===== src/rtl/move_special_seq.sv =====
// Fetch + move-from-special-register sequencer: T0..T3 strobes, MemReady wait in T1, Done/Illegal status.
// Optional build macro MFS_TIMEOUT_EN bounds the T1 wait to WAIT_MAX cycles and reports a timeout as Illegal.
module move_special_seq #(
    parameter int                   IR_W     = 32,
    parameter int                   OPC_W    = 5,
    parameter logic [OPC_W-1:0]     OPC_BASE = 5'b11001,
    parameter int                   N_SRC    = 2,
    parameter int                   WAIT_MAX = 15
) (
    input  logic             Clock,
    input  logic             Clear,
    input  logic             Start,
    input  logic [IR_W-1:0]  IR,
    input  logic             MemReady,
    output logic             PCout,
    output logic             MARin,
    output logic             IncPC,
    output logic             Zin,
    output logic             Zlowout,
    output logic             PCin,
    output logic             Read,
    output logic             MDRin,
    output logic             MDRout,
    output logic             IRin,
    output logic             Gra,
    output logic             Rin,
    output logic [N_SRC-1:0] SRCout,
    output logic             Busy,
    output logic             Done,
    output logic             Illegal
);

    typedef enum logic [2:0] {
        S_IDLE,
        S_T0,
        S_T1,
        S_T2,
        S_T3,
        S_DONE,
        S_ILL
    } state_t;

    localparam logic [OPC_W:0] NSRC_L = (OPC_W+1)'(N_SRC);

    state_t           state;
    logic [OPC_W-1:0] opc;
    logic [OPC_W-1:0] src_idx;
    logic             legal;
    logic             in_t3;
    logic             unused_ir_bits;

    // IR is only meaningful once T2 has loaded it, so the T3 decode looks at it live
    assign opc            = IR[IR_W-1 -: OPC_W];
    assign src_idx        = opc - OPC_BASE;
    assign legal          = ({1'b0, src_idx} < NSRC_L);
    assign in_t3          = (state == S_T3);
    assign unused_ir_bits = ^IR[IR_W-OPC_W-1:0];

    // PCin marks only the T1 cycle in which memory reports ready, i.e. the exit cycle
    assign PCin = (state == S_T1) & MemReady;
    assign Gra  = in_t3 & legal;
    assign Rin  = in_t3 & legal;

    always_comb begin
        SRCout = '0;
        for (int i = 0; i < N_SRC; i++) begin
            SRCout[i] = in_t3 && legal && (src_idx == OPC_W'(i));
        end
    end

`ifdef MFS_TIMEOUT_EN
    localparam logic [7:0] WAIT_LAST = 8'(WAIT_MAX - 1);
    logic [7:0] wait_cnt;
`else
    localparam int unused_wait_max = WAIT_MAX;
`endif

    always_ff @(posedge Clock or negedge Clear) begin
        if (!Clear) begin
            state   <= S_IDLE;
            PCout   <= 1'b0;
            MARin   <= 1'b0;
            IncPC   <= 1'b0;
            Zin     <= 1'b0;
            Zlowout <= 1'b0;
            Read    <= 1'b0;
            MDRin   <= 1'b0;
            MDRout  <= 1'b0;
            IRin    <= 1'b0;
            Busy    <= 1'b0;
            Done    <= 1'b0;
            Illegal <= 1'b0;
`ifdef MFS_TIMEOUT_EN
            wait_cnt <= '0;
`endif
        end else begin
            PCout   <= 1'b0;
            MARin   <= 1'b0;
            IncPC   <= 1'b0;
            Zin     <= 1'b0;
            Zlowout <= 1'b0;
            Read    <= 1'b0;
            MDRin   <= 1'b0;
            MDRout  <= 1'b0;
            IRin    <= 1'b0;
            Busy    <= 1'b1;
            Done    <= 1'b0;
            Illegal <= 1'b0;
            case (state)
                S_IDLE: begin
                    if (Start) begin
                        state <= S_T0;
                        PCout <= 1'b1;
                        MARin <= 1'b1;
                        IncPC <= 1'b1;
                        Zin   <= 1'b1;
                    end else begin
                        Busy <= 1'b0;
                    end
                end
                S_T0: begin
                    state   <= S_T1;
                    Zlowout <= 1'b1;
                    Read    <= 1'b1;
                    MDRin   <= 1'b1;
`ifdef MFS_TIMEOUT_EN
                    wait_cnt <= '0;
`endif
                end
                S_T1: begin
                    if (MemReady) begin
                        state  <= S_T2;
                        MDRout <= 1'b1;
                        IRin   <= 1'b1;
`ifdef MFS_TIMEOUT_EN
                    end else if (wait_cnt == WAIT_LAST) begin
                        state   <= S_ILL;
                        Illegal <= 1'b1;
`endif
                    end else begin
                        Zlowout <= 1'b1;
                        Read    <= 1'b1;
                        MDRin   <= 1'b1;
`ifdef MFS_TIMEOUT_EN
                        wait_cnt <= wait_cnt + 8'd1;
`endif
                    end
                end
                S_T2: begin
                    state <= S_T3;
                end
                S_T3: begin
                    if (legal) begin
                        state <= S_DONE;
                        Done  <= 1'b1;
                    end else begin
                        state   <= S_ILL;
                        Illegal <= 1'b1;
                    end
                end
                default: begin
                    // DONE, ILL and any stray encoding fall back to IDLE; Start is ignored here
                    state <= S_IDLE;
                    Busy  <= 1'b0;
                end
            endcase
        end
    end

endmodule


===== config.mk =====
export PLATFORM = sky130hd
export DESIGN_NAME = move_special_seq
export DESIGN_NICKNAME = d
export VERILOG_FILES = /design/src/rtl/move_special_seq.sv
export SDC_FILE = /design/constraint.sdc
export NUM_CORES = 1
export LEC_CHECK = 0
export CAP_MARGIN = 20
export CORE_MARGIN = 5
export CORE_UTILIZATION = 30
export CTS_CLUSTER_DIAMETER = 150
export DETAILED_ROUTE_END_ITERATION = 10
export MAX_ROUTING_LAYER = met4
export PLACE_DENSITY = 0.83
export SETUP_SLACK_MARGIN = 0.3
export SYNTH_ARGS = -nofsm -noshare
export SYNTH_HDL_FRONTEND = slang
export SYNTH_SLANG_ARGS = --single-unit

===== constraint.sdc =====
create_clock -name Clock -period 4.7 [get_ports Clock]
set_clock_uncertainty 0.1 [all_clocks]
set_input_delay 0.94 -clock Clock [delete_from_list [all_inputs] [get_ports Clock]]
set_output_delay 0.94 -clock Clock [all_outputs]
set_load 0.01 [all_outputs]

# Yosys cells after proc, flatten, opt, wreduce, memory -nomap -nowiden
# Index checks and enable logic that the tools add are counted.
# op_classes
add_sub_neg	1
n_lt_le_gt_ge	1
n_eq_ne	7
muxes	15
n_bitwise	2
reduce_logical	7
# op_table
cell	n
one-hot mux 3 bit (5 select lines)	1
2-to-1 mux 1 bit	9
equality test 3 x 2 -> 1 bit, second input constant	2
2-to-1 mux 3 bit	2
equality test 5 x 1 -> 1 bit, second input constant	1
zero test 5 bit	1
less-than comparator 5 x 2 -> 1 bit, second input constant	1
subtractor 5 bit, second input constant	1
inequality test 2 bit, second input constant	2
one-hot mux 1 bit (2 select lines)	2
OR reduction 4 bit	1
equality test 3 x 1 -> 1 bit, second input constant	1
equality test 3 bit, second input constant	1
logical AND 1 bit	3
zero test 3 bit	1
AND 1 bit	2
2-to-1 mux 2 bit	1
AND reduction 2 bit	1
# word_totals
register_bits	9
input_bits	36
out_inout_bits	17
wordCells	40

# Depth between registers and ports, before layout
# depth
depth_word	4
mapped_depth	8

# Least setup slack after synthesis
# No wires, ideal clock.
# synth_timing
path_type	input to output
from	input IR[27]
to	output Rin
arrival_ps	2202
t_required_ps	3660
setup_slack_ps	1458
stages	8
n_path_buf	1
path_cell_list	inv_1 ha_1 or2_1 o21ai_1 o2bb2ai_1 and3_4 and3_1 buf_4
# synth_via
elab_chain_cells	3
# synth_rtl
item	line	rtl
start: declaration	13	input logic [IR_W-1:0] IR,
subtractor 5 bit	54	assign src_idx = opc - OPC_BASE;
less-than comparator 5 x 2 -> 1 bit	55	assign legal = ({1'b0, src_idx} < NSRC_L);
AND 1 bit	--	
end: declaration	26	output logic Rin,
# No other way between the ends.

# Final worst setup path
# layout_timing
from	input IR[27]
to	output Gra
# layout_via
elab_chain_cells	3
# layout_rtl
item	line	rtl
subtractor 5 bit	54	
less-than comparator 5 x 2 -> 1 bit	55	
AND 1 bit	61	assign Gra = in_t3 & legal;
end: declaration	25	output logic Gra,
# No other way between the ends.

==> summary.md <==
| Metric | Value |
|---|---|
| NumNets Final | `roughly 110` |
| Switching part of the total | `0.331` |
| Routed wire per std cell | `around 12 um` |
| Cell Pwr Density | `450 mW/mm^2` |
| Area of the multi-input gates | `about 220 um^2` |
| Register area | `around 230 um^2` |
| Layout cells sized above 1 | `0.0541` |
| Max-Cap Viols | `0` |
| Comb power frac | `0.468` |
| Drt pass-1 iters | `4` |
| Fmax | `~250 MHz` |
| Number of antenna diodes | `0` |
| TritonCTS Sinks | `9` |
| Final worst-path cycle share | `0.836` |
| PortBufs | `25` |
| CP required | `between 3000 and 4000 ps` |
| Cell internal pwr | `roughly 230 uW` |
| Initial antenna violation count | `0` |
| Initial Util | `0.306` |
| Crit-path max cell delay | `roughly 520 ps` |
| Final instance area | `768 um^2` |
| Cell Area, Placed | `roughly 730 um^2` |
| Final WL | `approximately 1100 um` |
| Vias in the first global route | `roughly 410` |
| Detailed placer's ending HPWL | `891 um` |
| Mapped Area | `between 500 and 600 um^2` |
| Post-DRT Antenna Nets | `0` |
| Clock transition at path regs | `roughly 60 ps` |
| Post-layout minimum cycle time | `just under 4000 ps` |
| Root Buffer | `clkbuf_4` |
| Drt first-iter violations | `8` |
| Max Root-Sink Buffers | `2` |
| Net count after synthesis | `92` |
| Power Total | `roughly 350 uW` |
| Num CTS Buffers | `3` |
| Vias/cell | `around 4.8` |
| RSZ-0062 raised after global routing | `false` |
| Post-layout util | `0.455` |
| Avg Cell Area, Syn | `approximately 10 um^2` |
| Worst-Skew Late Latency | `about 250 ps` |
| Syn-to-layout area delta | `48.7%` |
| Crit end category | `primary output` |
| DRC | `0` |
| CTS tree | `yes` |
| Reg power frac | `0.367` |
| Die X | `51.5 um` |
| Mapped Cells | `53` |
| Setup CP Type | `in2out` |
| Register area share after synthesis | `0.436` |
| Clock group share of total power | `0.166` |
| First-pass GRT wire length | `about 1700 um` |
| Final setup viols | `0` |
| Critical Path Fanout Max | `6` |
| Distinct cell type count after synthesis | `24` |
| Total GRT Usage | `0.0907` |
| Slew headroom | `0.634` |
| Synth area leader | `dfrtp_1` |
| Final setup TNS | `0 ps` |
| Die Ht | `51.5 um` |
| DIE AREA | `approximately 0.0027 mm^2` |
| Synth Flop Type | `dfrtp_1` |
| Arr. time, crit path | `2890 ps` |
| Ranking of synthesized cells by area | `dfrtp_1, buf_4, ha_1` |
| Worst Path Buf+Inv | `3` |
| Placer Congestion | `0.699` |
| Post-synth EDFFs | `0` |
| Max rail drop VDD | `~110 uV` |
| H-tree Lvls | `1` |
| Synth warn | `0` |
| Largest net degree at the start of global routing | `11` |
| Status | `complete, no violations` |
| Leakage | `0.000418 uW` |
| Core Box Area | `between 0.0015 and 0.002 mm^2` |
| Worst setup SP type | `input port` |
| Worst hold path class | `reg2reg` |
| Ys async rst share | `1.00` |
| FP Rows | `15` |
| Vias | `around 440` |
| Switching pwr | `approximately 110 uW` |
| Remaining Overflow, GRT | `0` |
| Flops & latches, synth | `9` |
| Hold-fix buffers at CTS | `0` |
| Worst path cell trace | `clkdlybuf4s50_1, inv_1, ha_1, or2_1, o21ai_1, o2bb2ai_1, and3_4, and3_1, dlymetal6s2s_1` |
| Hold Fails Final Rpt | `0` |
| CP max-delay cell | `clkdlybuf4s50_1` |
| Yosys top cell area share | `0.436` |
| Slew Viols, Final | `0` |
| Io pins | `53` |
| CP delay by family, top | `buffers and inverters` |
| Fillers | `173` |
| Worst-Margin Slew | `around 540 ps` |
## cell usage in the layout (no fill, tap or decap)
cell and n:
clkdlybuf4s50_1 21, dfrtp_1 9, inv_1 4, nor2_1 4, dlymetal6s2s_1 4, nand2_1 3
ha_1 3, clkbuf_4 3, and3_1 2, or2_1 2, o21ai_1 2, nand2b_1 2
and4_1 2, mux2i_1 1, o21ai_0 1, xor2_1 1, or3_1 1, o2bb2ai_1 1
and3_4 1, a21oi_1 1, nor4bb_1 1, a21o_1 1, nor3_1 1, o22a_1 1
nand3_1 1, clkbuf_1 1
## area by class of cell
type,count,share of cell area
repair buffers,25,0.339
flip-flops and latches,9,0.293
multi-input cells,32,0.287
clock buffers,4,0.0342
well taps,17,0.0277
inverters,4,0.0195
## cell families (layout without fill, tap and decap cells)
group,after synthesis,in the layout,synth area share
AOI/OAI and AO/OA,7,7,0.0872
adders and majority gates,3,3,0.0726
muxes,1,1,0.0194
xor gates and xnor gates,1,1,0.0170
buffers and inverters,12,33,0.138
DFF,9,9,0.436
and+or+nand+nor,20,20,0.230
## synth_stat cells, drive strengths merged, types with 2 or more instances
cell,count
and3,3
and4,2
buf,7
dfrtp,9
ha,3
inv,4
nand2,3
nand2b,2
nor2,4
o21ai,3
or2,2
## timing repair
item,4_1_cts,5_1_grt
endpoints found under the setup margin,0,4
buffers inserted,0,0
resized for setup,0,4
endpoints found under the hold margin,0,0
## state kept, by name, indices dropped and copies added, names as in the netlist
| signal | cells |
|---|---|
| state | 3 |
| Busy | 1 |
| Done | 1 |
| IRin | 1 |
| Illegal | 1 |
| MDRin | 1 |
| Zin | 1 |
## final timing paths
| kind | startpoint | endpoint | slack [ps] | depth (start not counted) |
|---|---|---|---|---|
| min in group asynchronous | Clear | MDRin$_DFF_PN0_ | 880 | 1 |
| max in group asynchronous | Clear | Busy$_DFF_PN0_ | 3340 | 1 |
| setup / recovery | IR[27] | Gra | 770 | 9 |
| setup reg to reg | state[2]$_DFFE_PN0P_ | state[0]$_DFFE_PN0P_ | 3320 | 2 |
| hold reg to reg | state[0]$_DFFE_PN0P_ | IRin$_DFF_PN0_ | 480 | 1 |
| hold / removal | state[0]$_DFFE_PN0P_ | IRin$_DFF_PN0_ | 480 | 1 |
## through the flow
step	setup WS (ps)	hold slack, ps	std cells
final	772	482	91
after global routing	614	516	91
after CTS	374	483	91
after detailed placement	378	463	87
after global placement	488	461	87
after floorplan	1460	444	53
## metal layers
metal	up-vias	global-route usage	wire, um
met2	20	0.176	622
met5	-	-	0
met1	197	0.0732	390
li1	218	-	-
met4	0	0.0655	16
met3	2	0.0201	79
## power groups by stage
| stage | combinational, uW | sequential [uW] | clock [uW] |
|---|---|---|---|
| 2_1_floorplan | 94.6 | 129 | 0 |
| 3_3_place_gp | 159 | 126 | 0 |
| 3_5_place_dp | 163 | 128 | 0 |
| 4_1_cts | 165 | 127 | 60.4 |
| 5_1_grt | 174 | 132 | 65.9 |
| 6_report | 162 | 127 | 57.2 |
(Power assumes the default switching activity.)
